### src/rtl/rv_pkg.sv
// Shared core constants: writeback source selects, load funct3 encodings and datapath width.
package rv_pkg;

   localparam int unsigned XLEN = 32;

   localparam logic [1:0] WB_ALU  = 2'b00;
   localparam logic [1:0] WB_LOAD = 2'b01;
   localparam logic [1:0] WB_PC4  = 2'b10;
   localparam logic [1:0] WB_IMM  = 2'b11;

   localparam logic [2:0] F3_LB  = 3'b000;
   localparam logic [2:0] F3_LH  = 3'b001;
   localparam logic [2:0] F3_LW  = 3'b010;
   localparam logic [2:0] F3_LBU = 3'b100;
   localparam logic [2:0] F3_LHU = 3'b101;

endpackage

### src/rtl/load_align.sv
// Combinational load alignment: picks byte/halfword/word from the memory word and extends it.
module load_align #(
   parameter int unsigned XLEN = 32
) (
   input  logic [XLEN-1:0] word,
   input  logic [1:0]      offset,
   input  logic [2:0]      funct3,
   output logic [XLEN-1:0] data,
   output logic            legal
);
   import rv_pkg::*;

   logic [7:0]  w_byte;
   logic [15:0] w_half;

   assign w_byte = word[{offset, 3'b000} +: 8];
   // Misaligned halfwords are not trapped; only offset[1] chooses the half.
   assign w_half = offset[1] ? word[31:16] : word[15:0];

   always_comb begin
      data  = '0;
      legal = 1'b1;
      case (funct3)
         F3_LB:   data = {{(XLEN-8){w_byte[7]}}, w_byte};
         F3_LBU:  data = {{(XLEN-8){1'b0}}, w_byte};
         F3_LH:   data = {{(XLEN-16){w_half[15]}}, w_half};
         F3_LHU:  data = {{(XLEN-16){1'b0}}, w_half};
         F3_LW:   data = word;
         default: legal = 1'b0;
      endcase
   end

endmodule

### src/rtl/regfile_writeback.sv
// Writeback stage: MEM/WB register, result select, register file write port, forwarding and
// retired-instruction counter.
module regfile_writeback #(
   parameter int unsigned XLEN  = rv_pkg::XLEN,
   parameter int unsigned CNT_W = 32
) (
   input  logic             clk,
   input  logic             rst,
   input  logic             mem_valid,
   input  logic             mem_regwrite,
   input  logic [4:0]       mem_rd,
   input  logic [1:0]       mem_wb_sel,
   input  logic [2:0]       mem_funct3,
   input  logic [XLEN-1:0]  mem_alu_result,
   input  logic [XLEN-1:0]  mem_load_word,
   input  logic [XLEN-1:0]  mem_pc_plus4,
   input  logic [XLEN-1:0]  mem_imm,
   input  logic             stall,
   input  logic             flush,
   output logic [4:0]       writereg_addr,
   output logic [XLEN-1:0]  writedata,
   output logic             regwrite,
   output logic             fwd_valid,
   output logic [4:0]       fwd_rd,
   output logic [XLEN-1:0]  fwd_data,
   output logic [CNT_W-1:0] instret
);
   import rv_pkg::*;

   logic             r_valid;
   logic             r_we;
   logic [4:0]       r_rd;
   logic [XLEN-1:0]  r_data;
   logic [CNT_W-1:0] r_instret;

   logic [XLEN-1:0]  w_load;
   logic             w_legal;
   logic [XLEN-1:0]  w_sel_data;
   logic             w_we;
   logic             w_retire;

   load_align #(
      .XLEN (XLEN)
   ) u_load_align (
      .word   (mem_load_word),
      .offset (mem_alu_result[1:0]),
      .funct3 (mem_funct3),
      .data   (w_load),
      .legal  (w_legal)
   );

   always_comb begin
      w_sel_data = '0;
      case (mem_wb_sel)
         WB_ALU:  w_sel_data = mem_alu_result;
         WB_LOAD: w_sel_data = w_load;
         WB_PC4:  w_sel_data = mem_pc_plus4;
         WB_IMM:  w_sel_data = mem_imm;
         default: w_sel_data = '0;
      endcase
   end

   // An illegal load funct3 suppresses the write at capture time.
   assign w_we     = mem_regwrite & ((mem_wb_sel != WB_LOAD) | w_legal);
   assign w_retire = mem_valid & ~flush & ~stall;

   always_ff @(posedge clk or negedge rst) begin
      if (!rst) begin
         r_valid <= 1'b0;
         r_we    <= 1'b0;
         r_rd    <= '0;
         r_data  <= '0;
      end else if (flush) begin
         r_valid <= 1'b0;
         r_we    <= 1'b0;
         r_rd    <= '0;
         r_data  <= '0;
      end else if (!stall) begin
         r_valid <= mem_valid;
         r_we    <= w_we;
         r_rd    <= mem_rd;
         r_data  <= w_sel_data;
      end
   end

   always_ff @(posedge clk or negedge rst) begin
      if (!rst) begin
         r_instret <= '0;
      end else if (w_retire) begin
         r_instret <= r_instret + CNT_W'(1);
      end
   end

   assign regwrite      = r_valid & r_we & (r_rd != 5'd0);
   assign writereg_addr = r_rd;
   assign writedata     = r_data;
   assign fwd_valid     = regwrite;
   assign fwd_rd        = r_rd;
   assign fwd_data      = r_data;
   assign instret       = r_instret;

endmodule

### config.mk
export PLATFORM = sky130hd
export DESIGN_NAME = regfile_writeback
export DESIGN_NICKNAME = d
export VERILOG_FILES = /design/src/rtl/rv_pkg.sv /design/src/rtl/load_align.sv /design/src/rtl/regfile_writeback.sv
export SDC_FILE = /design/constraint.sdc
export NUM_CORES = 1
export LEC_CHECK = 0
export CORE_ASPECT_RATIO = 0.75
export CORE_UTILIZATION = 40
export CTS_CLUSTER_SIZE = 28
export DETAILED_ROUTE_END_ITERATION = 8
export GPL_ROUTABILITY_DRIVEN = 0
export PLACE_DENSITY = 0.88
export SYNTH_ARGS = -nofsm -noshare
export SYNTH_HDL_FRONTEND = slang
export SYNTH_SLANG_ARGS = --single-unit
### constraint.sdc
create_clock -name clk -period 3.6 [get_ports clk]
set_clock_uncertainty 0.1 [all_clocks]
set_input_delay 0.72 -clock clk [delete_from_list [all_inputs] [get_ports clk]]
set_output_delay 0.72 -clock clk [all_outputs]
set_load 0.03 [all_outputs]
Word level (Yosys, flattened, before mapping). Cells that the tools add are included.

Flip-flop bits (word level): 71. Bits of input ports: 144. Output and inout port bits: 108.

$add $sub $neg: 1. Shift operators: 1. Muxes and demuxes: 12. Equal/unequal tests: 9. Bitwise gates (word level): 8. Reduce and logical (&&, ||, !) cells: 4.

Operators by type and width (number): 32-bit case mux with 5 select lines (1); 32-bit case mux with 4 select lines (1); 32-bit two-way mux (2); 32-bit by 1-bit adder with 32-bit output (second input constant) (1); 32-bit by 6-bit variable part select with 8-bit output (1); 16-bit two-way mux (1); 5-bit two-way mux (2); 3-bit equality test (second input constant) (2); 1-bit AND (5); 1-bit two-way mux (5); 5-bit nonzero test (1); 5-bit OR reduction (1); 2-bit equality test (second input constant) (2); 2-bit by 1-bit inequality test with 1-bit output (second input constant) (2); 3-bit by 1-bit equality test with 1-bit output (second input constant) (1); 3-bit by 2-bit equality test with 1-bit output (second input constant) (1); 3-bit zero test (1); 2-bit by 1-bit equality test with 1-bit output (second input constant) (1); 2-bit zero test (1); 1-bit inverter (2); 1-bit bitwise OR (1).

Longest topological paths before layout. Gate-level depths: netlist of the first run.

Depth after elaboration: 7. Gate-level depth with buffers: 8. Depth with buffers taken out: 6.

Hierarchy. Synthesis of the first run repeated with hierarchy kept, for this count alone.

Cell total of the unflattened synthesis: 456. Area total of the unflattened synthesis: 4943.5 sq um.

By module, submodules not included: regfile_writeback (seq. area each 1776.7 sq um, area an instance 4043.9 sq um, cells an instance 337, instances 1); load_align (seq. area each 0.0 sq um, area an instance 899.6 sq um, cells an instance 119, instances 1).

Worst setup path before layout of the first run. OpenSTA, ideal clock, no wires.

Path type: register to output. Start point: register r_rd[1] (netlist: fwd_rd[1]). End point: output port regwrite. Stages on the path, launching flop included: 4. Arrival: 1520 ps. Path slack: 1260 ps. Path through: dfrtp_1 > or3_1 > o311a_1 > buf_4.

Word-level cells in the longest chain between the ends: 2.

RTL lines: start, declared (RTL line regfile_writeback.sv:32) `logic [4:0] r_rd;`; start signal, assigned (RTL line regfile_writeback.sv:81) `r_rd <= mem_rd;`; 5-bit nonzero test (RTL line regfile_writeback.sv:94) `assign regwrite = r_valid & r_we & (r_rd != 5'd0);`; 1-bit AND (RTL line regfile_writeback.sv:94); end, declared (RTL line regfile_writeback.sv:22) `output logic regwrite,`.

No other way between the ends.

Final worst setup path of the first run.
Start point: register r_rd[1] (netlist: fwd_rd[1]). End point: output port fwd_valid.

Word-level cells in the longest chain between the ends: 2.

RTL lines: 5-bit nonzero test (RTL line regfile_writeback.sv:94); 1-bit AND (RTL line regfile_writeback.sv:94); end, declared (RTL line regfile_writeback.sv:23) `output logic fwd_valid,`.

No other way between the ends.

==> results.txt, run 1 <==
# port buffers - 251
ys async rst share - 100%
share of cells above drive strength 1 - 6.85%
Synth warnings - 0
area grow syn2layout - 59.4%
CP bufs+invs - 1
first-pass GRT wire length - 24.1 mm
Critical Path AT - 2.06 ns
Power Density - 366 nW/µm²
post-synth top area share - 39.4%
Most used DFF post-synth - dfrtp_1
final hold vios - 0
register bit total from synthesis - 71
Peak VDD IR - 241 µV
Power Internal - 1.85 mW
die height - 94.0 µm
CTS sink count - 71
Final setup viols - 0
CTS max path bufs - 2
Startpoint Class - register
slowest CP cell - clkdlybuf4s50_1
vias in the first global route - 4595
final wirelength - 15.7 mm
Max-Cap Viols - 0
post-synth net total - 618
fmax - 347 MHz
DR DRC count - 0
HPWL Detailed - 12.3 mm
CP max FO - 4
GRT overflow - 0
DR WL/cell - 19.0 µm
standby leakage power - 2.95 nW
Initial DRC Count - 374
TritonRoute pass-1 iters - 6
Slew Limit Fails - 0
Clk network pwr share - 36.3%
TritonCTS clock tree - built
Site Rows - 33
Total GRT Usage - 26.8%
status - finished, final reports clean
Core Box Area - 10900 µm²
clock transition at the registers of the reported paths - 0.06 ns
FILL cells - 856
switch share - 29.8%
CTS Buf Count - 9
gate count after technology mapping - 473
post-cts sizing count - 0
post-synthesis sequential area ratio - 39.4%
Yosys top cell by area - dfrtp_1
worst skew pair latency - 0.33 ns
Slew @ Worst Pin - 1.14 ns
Switch Pwr - 0.784 mW
via/cell ratio - 5.51
post-CTS setup repair buffer count - 0
Die ar. - 11700 µm²
Worst Path Required - 2.78 ns
vias - 4549
mean post-synth cell area - 9.53 µm²
Die Wd - 125 µm
pin count of the biggest net entering global routing - 72
post-route clock period utilization - 80.1%
diodes inserted - 0
setup TNS - 0 ns
post-synth cell types - 51
minimum clock period - 2.88 ns
CP Class - reg -> out
# IOs - 252
H-tree depth - 3
CP top delay family - buffers and inverters
CP Capture Type - primary output
Comb pwr share - 28.7%
hold buffer count at cts - 0
RSZ-0062 raised after global routing - no
Mapped Area - 4510 µm²
crit path cell chain - or3_1 -> o311a_1 -> clkdlybuf4s50_1
total power - 2.63 mW
Worst slew margin - 24.0%
Initial Util - 41.2%
initial antenna violation count - 0
slowest stage delay, CP - 0.60 ns
worst hold path class - reg -> reg
Post-synth EDFFs - 0
Nets - 827
synth top area cells - dfrtp_1 (39%), mux2i_1 (11%), buf_4 (6.7%)
antenna-violating nets left - 0
Sequential Power Share - 35.0%
Clock Tree Root - clkbuf_16
-- power groups by stage --
stage | combinational, mW | sequential, mW | clock (mW)
global placement | 0.740 | 0.931 | 0
floorplan | 0.289 | 1.02 | 0
global route | 0.798 | 0.933 | 1.02
detailed placement | 0.753 | 0.934 | 0
CTS | 0.757 | 0.922 | 0.976
finish | 0.754 | 0.922 | 0.956
-- cells in the mapped netlist, drive strengths merged (2+ instances only) --
cell / count
a211oi: 8
a21oi: 9
a221oi: 8
a222oi: 7
a22oi: 7
and2: 2
and4: 4
buf: 49
clkbuf: 15
dfrtp: 71
mux2: 8
mux2i: 50
nand2: 59
nand2b: 3
nand3: 12
nand4: 9
nor2: 27
nor2b: 7
nor3: 3
nor3b: 2
nor4: 2
o211ai: 15
o21ai: 49
xnor2: 23
xor2: 8
-- flip-flops by register name (all words and copies together) (netlist names) --
signal,cells
r_we,1
fwd_data,32
instret,32
fwd_rd,5
r_valid,1
-- per-stage QoR --
step / setup WS, ns / instances / hold slack [ns] / area [µm²] / util, %
2_1_floorplan: 1.26 / 473 / 0.324 / 4510 / -
3_3_place_gp: 0.625 / 811 / 0.370 / 6870 / 62.8
3_5_place_dp: 0.445 / 811 / 0.375 / 6870 / 62.8
4_1_cts: 0.698 / 826 / 0.385 / 7190 / 65.7
5_1_grt: 0.620 / 826 / 0.411 / 7190 / 65.7
6_report: 0.718 / 826 / 0.373 / 7190 / 65.7
-- routing by layer --
metal | track usage, % | wire (µm)
met1 | 32.8 | 6460
met2 | 46.2 | 7660
met3 | 6.66 | 1210
met4 | 8.84 | 329
met5 | 0 | 0
-- logic make-up (layout without fill, tap and decap cells) --
logic type / Yosys count / in the layout / synth area share [%]
AND/OR/NAND/NOR: 137 / 137 / 16.0
AO/OA/AOI/OAI: 110 / 110 / 15.8
flip-flops: 71 / 71 / 39.4
buffers and inverters: 64 / 277 / 8.88
multiplexers: 59 / 59 / 13.6
XOR/XNOR: 31 / 31 / 6.02
adder cells (fa/ha/maj): 1 / 1 / 0.277
-- final timing paths --
check,from,end,slack (ns),cells past startpoint
max,fwd_rd[1]$_DFFE_PN0P_,fwd_valid,0.72,3
min,instret[31]$_DFFE_PN0P_,instret[31]$_DFFE_PN0P_,0.37,1
max reg2reg,instret[4]$_DFFE_PN0P_,instret[29]$_DFFE_PN0P_,1.61,5
min reg2reg,instret[31]$_DFFE_PN0P_,instret[31]$_DFFE_PN0P_,0.37,1
max in group asynchronous,rst,fwd_data[7]$_DFFE_PN0P_,2.39,1
min in group asynchronous,rst,instret[21]$_DFFE_PN0P_,0.42,1
-- layout by cell type (no fill, tap or decap), types with 3 or more instances in the layout --
cell | netlist | final
clkdlybuf4s50_1 | 0 | 248
dfrtp_1 | 71 | 71
nand2_1 | 59 | 59
mux2i_1 | 50 | 50
o21ai_0 | 47 | 47
nor2_1 | 25 | 25
xnor2_1 | 23 | 23
o211ai_1 | 15 | 15
buf_4 | 40 | 12
nand3_1 | 11 | 11
a21oi_1 | 9 | 9
clkbuf_16 | 0 | 9
nand4_1 | 8 | 8
xor2_1 | 8 | 8
mux2_2 | 8 | 8
a211oi_1 | 8 | 8
a221oi_1 | 8 | 8
nor2b_1 | 7 | 7
a22oi_1 | 7 | 7
a222oi_1 | 7 | 7
and4_1 | 4 | 4
nand2b_1 | 3 | 3
-- area by class of cell --
type                            instances  area, µm²  share of cell area [%]
Timing Repair Buffer                  262       2580                    35.9
Multi-Input combinational cell        338       2330                    32.5
Sequential cell                        71       1780                    24.7
Clock buffer                           10        239                    3.33
Tap cell                              140        175                    2.44
Clock inverter                          5       81.3                    1.13
(Power assumes the default switching activity.)
==> run 2, diff against run 1 <==
Settings changed: CORE_UTILIZATION 40 to 36, PLACE_DENSITY 0.88 to 0.84.
Clock period 3.6 ns to 2.5 ns, I/O delays scaled along.
==> results.txt, run 2 (synthesis results as in run 1) <==
Clock Tree Root - clkbuf_16
Die ar. - 13000 µm² (+11%)
worst hold path class - in -> async
final hold vios - 0 (unchanged)
most frequent cells in the layout - clkdlybuf4s50_1 (246), dfrtp_1 (71), nand2_1 (59)
design area - 7360 µm² (+2.4%)
Switch Pwr - 1.12 mW (+42%)
Critical Path AT - 1.81 ns (-0.25 ns)
FILL cells - 1032 (+21%)
Peak VDD IR - 399 µV (+66%)
Slew @ Worst Pin - 1.05 ns (-0.0867 ns)
diodes inserted - 0 (unchanged)
Nets - 844 (+2.1%)
TritonCTS clock tree - built
final wirelength - 15.6 mm (-0.42%)
Comb pwr share - 29.3% (+0.6 points)
met1 GRT Util - 28.9% (-3.8 points)
Place WS - -0.0485 ns (-0.494 ns)
Site Rows - 35 (+6.1%)
M3 GR Usage - 5.81% (-0.85 points)
CP Class - reg -> out
CP max FO - 4 (unchanged)
HPWL Detailed - 12.5 mm (+1.6%)
Slew Limit Fails - 0 (unchanged)
clock transition at the registers of the reported paths - 0.05 ns (about the same)
grt peak-use layer - met2
Core Box Area - 12300 µm² (+12%)
die height - 98.9 µm (+5.3%)
vias in the first global route - 4603 (+0.17%)
Power Density - 515 nW/µm² (+41%)
via/cell ratio - 5.24 (-4.9%)
CTS max path bufs - 2 (unchanged)
status - finished, final reports clean
CTS sink count - 71 (unchanged)
total power - 3.79 mW (+44%)
most common cell after layout, fill and taps aside - clkdlybuf4s50_1
Max-Cap Viols - 0 (unchanged)
RSZ-0062 raised after global routing - no
standby leakage power - 3.05 nW (+3.5%)
# port buffers - 251 (unchanged)
antenna-violating nets left - 0 (unchanged)
fmax - 416 MHz
Sequential Power Share - 35.1% (about the same)
pin count of the biggest net entering global routing - 39 (-46%)
Power Internal - 2.68 mW (+45%)
post-route clock period utilization - 96.2%
Worst Path Required - 1.90 ns (-0.88 ns)
TritonRoute pass-1 iters - 8 (+2)
final worst setup slack - 0.0946 ns (-0.623 ns)
post-CTS setup repair buffer count - 0 (unchanged)
GRT overflow - 0 (unchanged)
Initial DRC Count - 255 (-32%)
DR DRC count - 0 (unchanged)
DR WL/cell - 17.9 µm (-5.3%)
CP Capture Type - primary output
share of cells above drive strength 1 - 8.96% (+2.1 points)
minimum clock period - 2.41 ns
worst skew pair latency - 0.32 ns (about the same)
Initial Util - 36.8% (-4.4 points)
FF-to-FF setup slack - 0.52 ns (-1.09 ns)
Final setup viols - 0 (unchanged)
H-tree depth - 3 (unchanged)
met2 Resource Use GR - 41.7% (-4.5 points)
vias - 4551 (+0.044%)
area grow syn2layout - 63.3%
Clk network pwr share - 35.6% (-0.7 points)
area post-placement - 7050 µm² (+2.7%)
# IOs - 252 (unchanged)
Startpoint Class - register
CTS Buf Count - 9 (unchanged)
initial antenna violation count - 0 (unchanged)
Die Wd - 131 µm (+5.3%)
Worst slew margin - 29.8% (+5.8 points)
Total GRT Usage - 23.8% (-2.9 points)
first-pass GRT wire length - 24.0 mm (-0.51%)
switch share - 29.4% (-0.35 points)
[run 2: stage by stage]
step,hold slack (ns),utilization [%],instances,TNS [ns]
finish,0.0299,60.0,869,0
floorplan,0.104,-,473,0
detailed placement,0.381,57.5,854,-0.0776
global route,0.0502,60.0,869,0
CTS,0.0348,60.0,869,0
global placement,0.365,57.5,854,0
[run 2: final timing paths]
kind                                          from                       to  depth (start not counted)
min                                            rst  instret[24]$_DFFE_PN0P_                          1
min reg2reg                instret[31]$_DFFE_PN0P_  instret[31]$_DFFE_PN0P_                          1
max                          fwd_rd[1]$_DFFE_PN0P_                fwd_valid                          3
min in group clk           instret[31]$_DFFE_PN0P_  instret[31]$_DFFE_PN0P_                          1
max reg2reg                 instret[4]$_DFFE_PN0P_  instret[29]$_DFFE_PN0P_                          5
max in group asynchronous                      rst  instret[20]$_DFFE_PN0P_                          2
[run 2: layout make-up]
type                            instances  area (µm²)  share of cell area [%]
Clock buffer                           11         243                    3.30
Tap cell                              166         208                    2.82
Timing Repair Buffer                  279        2730                    37.1
Sequential cell                        71        1780                    24.1
Clock inverter                          4        70.1                   0.952
Multi-Input combinational cell        338        2330                    31.7
[run 2: critical path, stage by stage, from the launching register on]
cell and delay, ns:
dfrtp_1 0.41, or3_1 0.39, o311a_1 0.31, dlygate4sd2_1 0.36
[run 2: timing repair]
| action | 4_1_cts | 5_1_grt |
|---|---|---|
| resized for setup | 2 | 0 |
| hold buffers | 0 | 0 |
| endpoints found under the setup margin | 2 | 0 |
[run 2: routing by layer]
layer | up-vias | part of all wire, % | wire length (µm)
li1 | 2131 | - | -
met1 | 2214 | 42 | 6550
met2 | 186 | 49 | 7710
met3 | 20 | 6.7 | 1040
met4 | 0 | 1.8 | 283
met5 | - | 0 | 0
[run 2: power groups by stage]
stage | clock [mW] | combinational [mW] | sequential, mW
finish | 1.35 | 1.11 | 1.33
global route | 1.44 | 1.17 | 1.34
CTS | 1.38 | 1.12 | 1.33
detailed placement | 0 | 1.11 | 1.35
global placement | 0 | 1.09 | 1.34
floorplan | 0 | 0.416 | 1.47
==> run 3, diff against run 2 <==
Settings changed: CTS_CLUSTER_SIZE 28 to default, RECOVER_POWER from default to 50.
==> results.txt, run 3 (synthesis results as in run 1) <==
post-CTS setup repair buffer count - 0 (unchanged)
CTS Buf Count - 9 (unchanged)
switch share - 29.4% (about the same)
pin count of the biggest net entering global routing - 39 (unchanged)
Power Internal - 2.66 mW (-0.61%)
Clk network pwr share - 35.8% (+0.2 points)
Comb pwr share - 29.0% (-0.3 points)
Slew Limit Fails - 34 (+34)
Reg area - 1780 µm² (unchanged)
initial antenna violation count - 1 (+1)
standby leakage power - 3.12 nW (+2.2%)
multi-input logic area - 2310 µm² (-1.0%)
clock transition at the registers of the reported paths - 0.06 ns (about the same)
minimum clock period - 2.41 ns (+0.000657 ns)
# port buffers - 251 (unchanged)
Post-Layout Cell Count - 870 (+0.12%)
first-pass GRT wire length - 24.0 mm (unchanged)
HPWL Detailed - 12.5 mm (unchanged)
# IOs - 252 (unchanged)
RSZ-0062 raised after global routing - no
Slew @ Worst Pin - 1.89 ns (+0.840 ns)
Die Wd - 131 µm (unchanged)
TritonCTS clock tree - built
Sequential Power Share - 35.2% (about the same)
CP Class - reg -> out
Worst slew margin - -26.1% (-56 points)
worst hold path class - reg -> reg
antenna-violating nets left - 0 (unchanged)
Initial Util - 36.8% (unchanged)
status - finished with violations
FILL cells - 1035 (+0.29%)
area grow syn2layout - 62.5%
DR DRC count - 0 (unchanged)
CTS sink count - 71 (unchanged)
Worst Path Required - 1.90 ns (about the same)
Clock Tree Root - clkbuf_16
crit path cell chain - or3_1 -> o311a_1 -> dlygate4sd2_1
share of cells above drive strength 1 - 8.11% (-0.85 points)
slowest CP cell - dfrtp_1
Startpoint Class - register
worst skew pair latency - 0.32 ns (about the same)
post-route clock period utilization - 96.2% (about the same)
final hold vios - 0 (unchanged)
Final setup viols - 0 (unchanged)
violations in the final reports - capacitance limit, slew limit
Switch Pwr - 1.11 mW (-0.69%)
Place WS - -0.0485 ns (unchanged)
Power Density - 515 nW/µm² (-0.14%)
Max-Cap Viols - 1 (+1)
total power - 3.77 mW (-0.64%)
TritonRoute pass-1 iters - 7 (-1)
Nets - 844 (unchanged)
final worst setup slack - 0.0940 ns (-0.000657 ns)
Core Box Area - 12300 µm² (unchanged)
CP max FO - 4 (unchanged)
post-cts sizing count - 2 (unchanged)
hold buffer count at cts - 0 (unchanged)
Initial DRC Count - 257 (+0.78%)
Die ar. - 13000 µm² (unchanged)
most common cell after layout, fill and taps aside - clkdlybuf4s50_1
Placed Cells incl. Taps - 854 (unchanged)
fmax - 416 MHz (about the same)
CTS max path bufs - 2 (unchanged)
die height - 98.9 µm (unchanged)
GRT overflow - 0 (unchanged)
CP Capture Type - primary output
DR WL/cell - 17.9 µm (-0.26%)
Total GRT Usage - 23.8% (unchanged)
slowest stage delay, CP - 0.41 ns (about the same)
final wirelength - 15.6 mm (-0.15%)
Site Rows - 35 (unchanged)
Peak VDD IR - 395 µV (-0.99%)
most frequent cells in the layout - clkdlybuf4s50_1 (212), dfrtp_1 (71), nand2_1 (59)
H-tree depth - 3 (unchanged)
final hold slack - 0.378 ns (+0.348 ns)
vias in the first global route - 4603 (unchanged)
Critical Path AT - 1.81 ns (about the same)
via/cell ratio - 5.19 (-0.91%)
vias - 4515 (-0.79%)
## run 3: layer usage
layer  track usage (%)  share of wire (%)  routed length, µm  up-vias
li1                  -                  -                  -     2134
met1              28.9                 43               6640     2171
met2              41.7                 49               7670      190
met3              5.81                6.2                969       20
met4              7.60                1.9                292        0
met5                 0                  0                  0        -
## run 3: worst paths after layout
kind | startpoint | end | slack, ns | cells after the start
worst max-delay path | fwd_rd[1]$_DFFE_PN0P_ | fwd_valid | 0.09 | 3
worst min-delay path | instret[31]$_DFFE_PN0P_ | instret[31]$_DFFE_PN0P_ | 0.38 | 1
worst max register to register | instret[2]$_DFFE_PN0P_ | instret[29]$_DFFE_PN0P_ | 0.46 | 5
worst min register to register | instret[31]$_DFFE_PN0P_ | instret[31]$_DFFE_PN0P_ | 0.38 | 1
max in group asynchronous | rst | fwd_data[21]$_DFFE_PN0P_ | 0.61 | 1
min in group asynchronous | rst | instret[24]$_DFFE_PN0P_ | 0.60 | 1
## run 3: worst max-delay path, delay by kind of cell (launching register included)
kind	cells	cell delay (ns)
buffers and inverters	1	0.36
AND/OR/NAND/NOR	1	0.39
AO/OA/AOI/OAI	1	0.31
flip-flops	1	0.41
## run 3: per-stage QoR
step	util, %	setup TNS, ns	area [µm²]
finish	59.7	0	7330
global route	59.7	0	7330
CTS	60.0	0	7360
detailed placement	57.5	-0.0776	7050
global placement	57.5	0	7050
floorplan	-	0	4510
## run 3: power groups by stage
stage | logic (mW) | registers, mW | clock network [mW]
floorplan | 0.416 | 1.47 | 0
global placement | 1.09 | 1.34 | 0
detailed placement | 1.11 | 1.35 | 0
CTS | 1.12 | 1.33 | 1.38
global route | 1.16 | 1.34 | 1.44
finish | 1.09 | 1.33 | 1.35
## run 3: area by class of cell
cell class                 count  area share [%]
antenna                        1          0.0342
sequential                    71            24.3
multi-input combinational    338            31.5
clock buffer                  11            3.31
timing repair buffer         279            37.1
tap                          166            2.84
clock inverter                 4           0.956
